### src/rtl/fft_power_peak_pkg.sv
// Shared types and constants for the FFT power/peak stage (package fft_pkg).
package fft_pkg;

    localparam int FFT_POINTS_DEFAULT = 8192;

    typedef enum logic {
        IDLE,
        IN_FRAME
    } frame_state_t;

    // re^2 + im^2 of two signed IN_W values always fits in 2*IN_W unsigned bits.
    function automatic int pwr_width(input int in_w);
        return 2 * in_w;
    endfunction

endpackage

### src/rtl/fft_power_peak_mag_sq.sv
// Two-stage squared-magnitude pipeline (module fft_mag_sq) with sop/eop/bin/valid sideband.
module fft_mag_sq #(
    parameter int IN_W  = 12,
    parameter int BIN_W = 13,
    parameter int PWR_W = 24
) (
    input  logic                    clk,
    input  logic                    rst,
    input  logic                    in_valid,
    input  logic                    in_sop,
    input  logic                    in_eop,
    input  logic [BIN_W-1:0]        in_bin,
    input  logic signed [IN_W-1:0]  in_real,
    input  logic signed [IN_W-1:0]  in_imag,
    output logic                    out_valid,
    output logic                    out_sop,
    output logic                    out_eop,
    output logic [BIN_W-1:0]        out_bin,
    output logic [PWR_W-1:0]        out_data
);

    // A signed square is non-negative and at most 2^(2*IN_W-2), so its sign bit is dropped.
    function automatic logic [2*IN_W-2:0] square(input logic signed [IN_W-1:0] x);
        logic signed [2*IN_W-1:0] p;
        p = x * x;
        return p[2*IN_W-2:0];
    endfunction

    logic                vld_p1;
    logic                sop_p1;
    logic                eop_p1;
    logic [BIN_W-1:0]    bin_p1;
    logic [2*IN_W-2:0]   re_sq_p1;
    logic [2*IN_W-2:0]   im_sq_p1;

    // Stage 1: squares
    always_ff @(posedge clk) begin
        if (rst) vld_p1 <= 1'b0;
        else     vld_p1 <= in_valid;
        sop_p1   <= in_sop;
        eop_p1   <= in_eop;
        bin_p1   <= in_bin;
        re_sq_p1 <= square(in_real);
        im_sq_p1 <= square(in_imag);
    end

    // Stage 2: sum; outputs clear on reset so the stream reads all-zero afterwards
    always_ff @(posedge clk) begin
        if (rst) begin
            out_valid <= 1'b0;
            out_sop   <= 1'b0;
            out_eop   <= 1'b0;
            out_bin   <= '0;
            out_data  <= '0;
        end else begin
            out_valid <= vld_p1;
            out_sop   <= vld_p1 & sop_p1;
            out_eop   <= vld_p1 & eop_p1;
            if (vld_p1) begin
                out_bin  <= bin_p1;
                out_data <= PWR_W'(re_sq_p1) + PWR_W'(im_sq_p1);
            end
        end
    end

endmodule

### src/rtl/fft_power_peak.sv
// Per-bin power stream, per-frame peak search and source framing checks.
// Optional macro FFT_POWER_PEAK_DC_SKIP_EN excludes bin 0 from the peak search.
module fft_power_peak
    import fft_pkg::*;
#(
    parameter int FFT_POINTS = FFT_POINTS_DEFAULT,
    parameter int IN_W       = 12,
    parameter int BIN_W      = $clog2(FFT_POINTS),
    parameter int PWR_W      = pwr_width(IN_W)
) (
    input  logic                    clk,
    input  logic                    rst,
    input  logic                    src_valid,
    input  logic                    src_sop,
    input  logic                    src_eop,
    input  logic signed [IN_W-1:0]  src_real,
    input  logic signed [IN_W-1:0]  src_imag,
    output logic                    src_ready,
    output logic                    pwr_valid,
    output logic                    pwr_sop,
    output logic                    pwr_eop,
    output logic [BIN_W-1:0]        pwr_bin,
    output logic [PWR_W-1:0]        pwr_data,
    output logic                    peak_valid,
    output logic [BIN_W-1:0]        peak_bin,
    output logic [PWR_W-1:0]        peak_pwr,
    output logic                    frame_err
);

    localparam logic [BIN_W-1:0] LAST = BIN_W'(FFT_POINTS - 1);

    frame_state_t      state, state_nxt;
    logic [BIN_W-1:0]  cnt, cnt_nxt;
    logic              acc, acc_sop, acc_eop, err;
    logic [BIN_W-1:0]  acc_bin;

    always_ff @(posedge clk) begin
        if (rst) begin
            state     <= IDLE;
            cnt       <= '0;
            frame_err <= 1'b0;
            src_ready <= 1'b0;
        end else begin
            state     <= state_nxt;
            cnt       <= cnt_nxt;
            frame_err <= err;
            src_ready <= 1'b1;
        end
    end

    // A sop beat always starts a fresh frame; eop is only good on the last bin.
    always_comb begin
        state_nxt = state;
        cnt_nxt   = cnt;
        acc       = 1'b0;
        acc_sop   = 1'b0;
        acc_eop   = 1'b0;
        acc_bin   = cnt;
        err       = 1'b0;
        if (src_valid) begin
            if (src_sop) begin
                acc     = 1'b1;
                acc_sop = 1'b1;
                acc_bin = '0;
                err     = (state == IN_FRAME);
                if (src_eop) begin
                    err       = 1'b1;
                    state_nxt = IDLE;
                    cnt_nxt   = '0;
                end else begin
                    state_nxt = IN_FRAME;
                    cnt_nxt   = BIN_W'(1);
                end
            end else if (state == IDLE) begin
                err = 1'b1;
            end else begin
                acc = 1'b1;
                if (src_eop || cnt == LAST) begin
                    state_nxt = IDLE;
                    cnt_nxt   = '0;
                    if (src_eop && cnt == LAST) acc_eop = 1'b1;
                    else                        err     = 1'b1;
                end else begin
                    cnt_nxt = cnt + BIN_W'(1);
                end
            end
        end
    end

    fft_mag_sq #(
        .IN_W  (IN_W),
        .BIN_W (BIN_W),
        .PWR_W (PWR_W)
    ) u_mag_sq (
        .clk       (clk),
        .rst       (rst),
        .in_valid  (acc),
        .in_sop    (acc_sop),
        .in_eop    (acc_eop),
        .in_bin    (acc_bin),
        .in_real   (src_real),
        .in_imag   (src_imag),
        .out_valid (pwr_valid),
        .out_sop   (pwr_sop),
        .out_eop   (pwr_eop),
        .out_bin   (pwr_bin),
        .out_data  (pwr_data)
    );

    logic [PWR_W-1:0]  max_pwr, max_pwr_nxt;
    logic [BIN_W-1:0]  max_bin, max_bin_nxt;
    logic              load;

    // Strictly-greater update keeps the lowest bin on ties.
    always_comb begin
        load = 1'b0;
`ifdef FFT_POWER_PEAK_DC_SKIP_EN
        if (pwr_bin == BIN_W'(1))
            load = 1'b1;
        else if (pwr_bin != '0 && pwr_data > max_pwr)
            load = 1'b1;
`else
        if (pwr_sop || pwr_data > max_pwr)
            load = 1'b1;
`endif
        max_pwr_nxt = load ? pwr_data : max_pwr;
        max_bin_nxt = load ? pwr_bin  : max_bin;
    end

    always_ff @(posedge clk) begin
        if (rst) begin
            max_pwr    <= '0;
            max_bin    <= '0;
            peak_pwr   <= '0;
            peak_bin   <= '0;
            peak_valid <= 1'b0;
        end else begin
            peak_valid <= pwr_valid & pwr_eop;
            if (pwr_valid) begin
                max_pwr <= max_pwr_nxt;
                max_bin <= max_bin_nxt;
            end
            if (pwr_valid && pwr_eop) begin
                peak_pwr <= max_pwr_nxt;
                peak_bin <= max_bin_nxt;
            end
        end
    end

endmodule

### config.mk
export PLATFORM = sky130hd
export DESIGN_NAME = fft_power_peak
export DESIGN_NICKNAME = d
export VERILOG_FILES = /design/src/rtl/fft_power_peak_pkg.sv /design/src/rtl/fft_power_peak_mag_sq.sv /design/src/rtl/fft_power_peak.sv
export SDC_FILE = /design/constraint.sdc
export NUM_CORES = 1
export LEC_CHECK = 0
export BUFFER_PORTS_ARGS = -buffer_cell sky130_fd_sc_hd__buf_2
export CORE_ASPECT_RATIO = 0.6
export CORE_MARGIN = 8
export CORE_UTILIZATION = 30
export CTS_CLUSTER_SIZE = 14
export DETAILED_ROUTE_END_ITERATION = 6
export PLACE_DENSITY = 0.49
export RECOVER_POWER = 100
export SETUP_SLACK_MARGIN = 0.15
export SYNTH_ARGS = -nofsm -noshare
export SYNTH_HDL_FRONTEND = slang
export SYNTH_HIERARCHICAL = 1
export SYNTH_SLANG_ARGS = --single-unit
### constraint.sdc
create_clock -name clk -period 6.85 [get_ports clk]
set_clock_uncertainty 0.15 [all_clocks]
set_input_delay 1.37 -clock clk [delete_from_list [all_inputs] [get_ports clk]]
set_output_delay 1.37 -clock clk [all_outputs]
set_load 0.05 [all_outputs]
Yosys cells after proc, flatten, opt, wreduce, memory -nomap -nowiden --
Index checks and enable logic that the tools add are counted.
Operators by class: $add $sub $neg 2, multipliers 2, magnitude comparators 1, eq/ne operators 1, muxes and demuxes 23, bitwise operators 6, reduce and logical (&&, ||, !) cells 8
Operators by type and width (count):
- 13-bit 2-to-1 mux | 6
- 12-bit by 12-bit multiplier with 23-bit output | 2
- 23-bit by 23-bit adder with 24-bit output | 1
- 24-bit greater-than comparator | 1
- 24-bit 2-to-1 mux | 1
- 1-bit 2-to-1 mux | 16
- 13-bit by 1-bit adder with 13-bit output (second input constant) | 1
- 13-bit == test (second input constant) | 1
- 4-bit OR reduction | 1
- 1-bit AND | 3
- 1-bit NOT | 3
- 1-bit logical AND | 2
- 1-bit logical OR | 2
- 2-bit AND reduction | 1
- 2-bit nonzero test | 1
- 2-bit OR reduction | 1
Word-level totals: register bits after elaboration 193, input bits 29, output and inout bits 80, logic and storage cells 63

Longest topological paths before layout --
depth in word-level cells 6, depth in mapped cells 22, depth with buffers taken out 21

Hierarchy --
The synthesis kept the hierarchy.
Modules (own cells, without submodules):
- fft_mag_sq | times used 1, cells an instance 1381, area each 12982.5 µm², seq. area each 2001.9 µm²
- fft_power_peak | times used 1, cells an instance 491, area each 4510.6 µm², seq. area each 1821.7 µm²

Least setup slack after synthesis --
No wires, ideal clock.
path type in2reg, from input port src_real[11], to register u_mag_sq.re_sq_p1[21], setup time 86 ps, arrival time 6233 ps, data required time 6614 ps, slack 381 ps, cell stages on the path 16, path buffers 1, cells stage by stage clkbuf_1 nand2_1 fa_1 inv_1 fa_1 fa_1 fa_1 inv_1 fa_1 inv_1 ha_1 and3_1 a221o_1 and2_1 or3_1 a211oi_1
Between the ends: word-level cells in the longest chain between the ends 1
Ends and longest elaborated chain:
- start: declaration | line fft_power_peak.sv:16 | input logic signed [IN_W-1:0] src_real,
- 12-bit by 12-bit multiplier with 23-bit output | line fft_power_peak_mag_sq.sv:25 | p = x * x;
- end signal: assignment | line fft_power_peak_mag_sq.sv:43 | re_sq_p1 <= square(in_real);
- end: declaration | line fft_power_peak_mag_sq.sv:33 | logic [2*IN_W-2:0] re_sq_p1;
Every way passes these cells. A chain may end at the register's enable or synchronous reset.

Final worst setup path --
from input port src_real[0], to register u_mag_sq.re_sq_p1[22]
Same word-level chain as after synthesis.

==> key figures <==
Timing
  • F_max: 156 MHz
  • Slew Limit Fails: 181
  • RSZ-0062 raised after global routing: false
  • Final Hold Viols: 0
  • Count of final setup violators: 0
  • Min Hold Slack: 280 ps
  • Setup TNS: 0 ps
  • Post-layout minimum cycle time: 6410 ps
  • Worst-Margin Slew: 2990 ps
  • Fin crit share: 0.936
  • Slew HR: -0.996

Synth
  • Post-Synth Simple-Gate Area: 0.113
  • Ys Warns: 6
  • Proportion of synthesized area in mux cells: 0.0572
  • Post-Synth Adder-Cell Area: 0.382
  • Cells after Synth: 1872
  • Post-synthesis cell type count: 77
  • Post-synth EDFFs: 0
  • Main combinational cell family by area after synthesis: adder cells
  • Seq/Total Area, Yosys: 0.219
  • Top_reg_cell synth: dfxtp_1
  • Avg Inst Size Synth: 9.34 um^2
  • Compound-Gate Fraction of Synth Area: 0.0943
  • #FFs+latches synth: 191
  • Synthesized area: 17500 um^2
  • Xor/xnor share of the synthesized area: 0.0330
  • FFs w/ async S/R, synth: 0
  • Mapped Nets: 2294

Pwr
  • Seq pwr share: 0.153
  • Leak: 0.00922 uW
  • Clock share of power: 0.099
  • Sw frac: 0.487
  • Switching power: 4760 uW
  • Internal Power: 5020 uW
  • Combinational share of power: 0.748
  • Power density over the cells: 507 nW/um^2
  • Peak VDD IR: 0.000324 V

Worst setup path
  • Reg2Reg Setup Slack: 2100 ps
  • Worst r2r src: u_mag_sq/out_data[13]$_SDFFE_PP0P_
  • Critical Path End Type: register
  • WS Path Type: input port to register
  • Crit path max-delay cell type: fa_1
  • CP dominant cell by count: fa_1
  • Worst reg2reg endpoint: max_pwr[5]$_SDFFE_PP0P_
  • Startpoint types: input port
  • Crit path cell chain: clkbuf_1 > clkbuf_1 > and2_1 > fa_1 > ha_1 > fa_1 > inv_1 > fa_1 > fa_1 > inv_1 > ha_1 > o21ai_0 > o211ai_1 > a31o_2 > nor3_2 > o21ai_1 > a311o_1 > xnor2_1
  • CP max FO: 8
  • Crit path required time: 7010 ps
  • Max stage delay on crit path: 540 ps
  • R2R cell count: 9
  • Worst Path Arrival: 6570 ps

Cells and area
  • Multi-input logic area: 11900 um^2
  • Register area: 3820 um^2
  • Final non-filler cell total: 2741
  • Final Core Density: 0.335
  • Filler cells: 5927
  • N_diodes: 0
  • Fraction of layout cells with a size suffix above 1: 0.0518
  • Fin nets: 2380
  • Area delta synth->final: 10.2%

Route
  • DRC Markers: 0
  • Post-DRT Antenna Nets: 0
  • Drt wl/cell: 15.5 um
  • DR vias/cell: 4.48
  • Via count: 12.3k
  • Iter 0 DRT Violations: 659
  • DR pass1 iterations: 5
  • Drt total wl: 42500 um

Floorplanning
  • Core footprint: 57600 um^2
  • Die area: 66500 um^2
  • # IOs: 109
  • # rows: 68
  • Die X: 328 um
  • Die height: 203 um
  • Initial Utilization: 0.304

Status
  • Outcome: finished, violations left
  • Failing checks: capacitance limit, slew limit

Clocking
  • CTS Root Buffer Type: clkbuf_16
  • Clk buf depth: 2
  • CTS buffer count: 17
  • H-tree lvl count: 4
  • Clk_lat worst skew: 440 ps
  • Post-CTS Hold Buffers: 0
  • Post-CTS sizing: 0
  • CTS clk-pin slew, worst paths: 70 ps
  • CTS sink count: 191
  • Setup bufs post-CTS: 0
  • CTS tree: yes

Global route
  • Largest net degree at the start of global routing: 76
  • Initial antenna violation count: 1
  • Wire length of the first global-routing pass: 70300 um
  • Vias in the first global route: 12.6k
  • Global-route usage over all layers: 0.130
  • Total grt overflow: 0

Hold path
  • Hold Path Depth: 1
  • Hold path endpoint: u_mag_sq/out_sop$_SDFF_PP0_
  • HP Start: u_mag_sq/sop_p1$_DFF_P_
  • HP Class: register to register

Placed design
  • GPL Wtd Cong: 0.831
  • DP HPWL: 35400 um
  • Port Buffer Count: 108
  • Cells after DPL: 2709

Flow run
  • Max_cap viols: 4
critical path: cells and delay by family:
kind,cells,cell delay [ps]
AO/OA/AOI/OAI,5,1220
buffers and inverters,4,820
XOR/XNOR,1,130
AND/OR/NAND/NOR,2,500
adder cells (fa/ha/maj),6,2510
cells in the mapped netlist, types with 3 or more instances:
| library cell | count | area share |
|---|---|---|
| or2_2 | 6 | 0.0021 |
| nor2_1 | 147 | 0.032 |
| nor3_1 | 16 | 0.0046 |
| nor2b_1 | 11 | 0.0039 |
| buf_12 | 6 | 0.0069 |
| o21ai_1 | 8 | 0.0023 |
| nand2_1 | 119 | 0.026 |
| clkbuf_1 | 53 | 0.011 |
| dfxtp_1 | 191 | 0.22 |
| a311oi_1 | 4 | 0.0020 |
| nand4_1 | 10 | 0.0036 |
| xnor2_1 | 55 | 0.028 |
| a21o_1 | 8 | 0.0034 |
| a21oi_1 | 77 | 0.022 |
| mux2i_1 | 100 | 0.057 |
| inv_1 | 382 | 0.082 |
| and3_1 | 5 | 0.0018 |
| a211oi_1 | 11 | 0.0047 |
| nand3b_1 | 3 | 0.0013 |
| o21ai_0 | 70 | 0.020 |
| fa_1 | 234 | 0.27 |
| xor2_1 | 11 | 0.0055 |
| nand3_1 | 11 | 0.0031 |
| nor3b_1 | 5 | 0.0021 |
| o21a_1 | 12 | 0.0052 |
| ha_1 | 159 | 0.11 |
| or3_1 | 7 | 0.0025 |
| a21boi_0 | 3 | 0.0013 |
| a22oi_1 | 6 | 0.0026 |
| nand2b_1 | 10 | 0.0036 |
| o211ai_2 | 3 | 0.0021 |
| o21bai_1 | 6 | 0.0026 |
| and2_1 | 61 | 0.022 |
| o211ai_1 | 5 | 0.0021 |
| a31oi_1 | 3 | 0.0011 |
worst max-delay path by stage:
stage | startpoint | endpoint | depth (start not counted)
2_1_floorplan | src_real[11] | u_mag_sq/re_sq_p1[21]$_DFF_P_ | 16
3_3_place_gp | src_imag[11] | u_mag_sq/im_sq_p1[22]$_DFF_P_ | 18
3_5_place_dp | src_real[11] | u_mag_sq/re_sq_p1[21]$_DFF_P_ | 16
4_1_cts | src_real[11] | u_mag_sq/re_sq_p1[21]$_DFF_P_ | 16
5_1_grt | src_imag[6] | u_mag_sq/im_sq_p1[22]$_DFF_P_ | 19
6_report | src_real[0] | u_mag_sq/re_sq_p1[22]$_DFF_P_ | 18
through the flow:
step           setup slack (ps)  power, uW  cell area [um^2]
6_report                    441       9770             19300
5_1_grt                     162      10900             19300
4_1_cts                     587       9910             19400
3_5_place_dp                132       8890             18800
3_3_place_gp                225       8820             18800
2_1_floorplan               381       7330             17500
power groups by stage:
stage          Sequential (uW)  Clock (uW)  Combinational, uW
3_3_place_gp              1530           0               7290
4_1_cts                   1510         995               7410
5_1_grt                   1520        1050               8350
3_5_place_dp              1530           0               7360
6_report                  1500         964               7310
2_1_floorplan             1560           0               5770
logic make-up after synthesis:
kind of cell,count (synthesis)
DFF,191
adders and majority gates,393
and+or+nand+nor,420
muxes,100
xor gates and xnor gates,66
buffers and inverters,448
AOI/OAI and AO/OA,254
registers in the layout, indices dropped and copies added, names as in the netlist:
name / cells
u_mag_sq/out_sop: 1
u_mag_sq/out_eop: 1
frame_err: 1
cnt: 13
src_ready: 1
max_bin: 13
state: 1
u_mag_sq/bin_p1: 13
u_mag_sq/re_sq_p1: 22
u_mag_sq/sop_p1: 1
u_mag_sq/out_data: 24
peak_valid: 1
u_mag_sq/eop_p1: 1
peak_bin: 13
u_mag_sq/out_valid: 1
u_mag_sq/out_bin: 13
max_pwr: 24
u_mag_sq/vld_p1: 1
u_mag_sq/im_sq_p1: 22
peak_pwr: 24
metal layers:
layer,up-vias,global-route usage,wire length (um)
li1,6083,-,-
met1,5960,0.212,24200
met2,211,0.175,16100
met3,16,0.0247,2010
met4,0,0.0169,204
met5,-,0,0
layout make-up:
| type | count | area share |
|---|---|---|
| multi-input combinational | 1233 | 0.617 |
| sequential | 191 | 0.198 |
| inverter | 385 | 0.0750 |
| tap | 770 | 0.0500 |
| timing repair buffer | 130 | 0.0302 |
| clock buffer | 17 | 0.0221 |
| clock inverter | 15 | 0.00773 |
cell usage in the layout (no fill, tap or decap), drive strengths merged, types with 6 or more instances in the layout:
| cell | Yosys | routed |
|---|---|---|
| a211oi | 13 | 13 |
| a21boi | 6 | 6 |
| a21o | 8 | 8 |
| a21oi | 79 | 79 |
| a22oi | 6 | 6 |
| and2 | 61 | 61 |
| and3 | 6 | 6 |
| buf | 10 | 41 |
| clkbuf | 53 | 106 |
| clkinv | 1 | 6 |
| dfxtp | 191 | 191 |
| fa | 234 | 234 |
| ha | 159 | 159 |
| inv | 384 | 391 |
| mux2i | 100 | 100 |
| nand2 | 119 | 119 |
| nand2b | 10 | 10 |
| nand3 | 12 | 12 |
| nand4 | 11 | 11 |
| nor2 | 147 | 147 |
| nor2b | 12 | 12 |
| nor3 | 18 | 18 |
| o211ai | 8 | 8 |
| o21a | 13 | 13 |
| o21ai | 79 | 79 |
| o21bai | 6 | 6 |
| or2 | 6 | 6 |
| or3 | 7 | 7 |
| xnor2 | 55 | 55 |
| xor2 | 11 | 11 |
No activity file was read; power rests on OpenSTA's default activity.
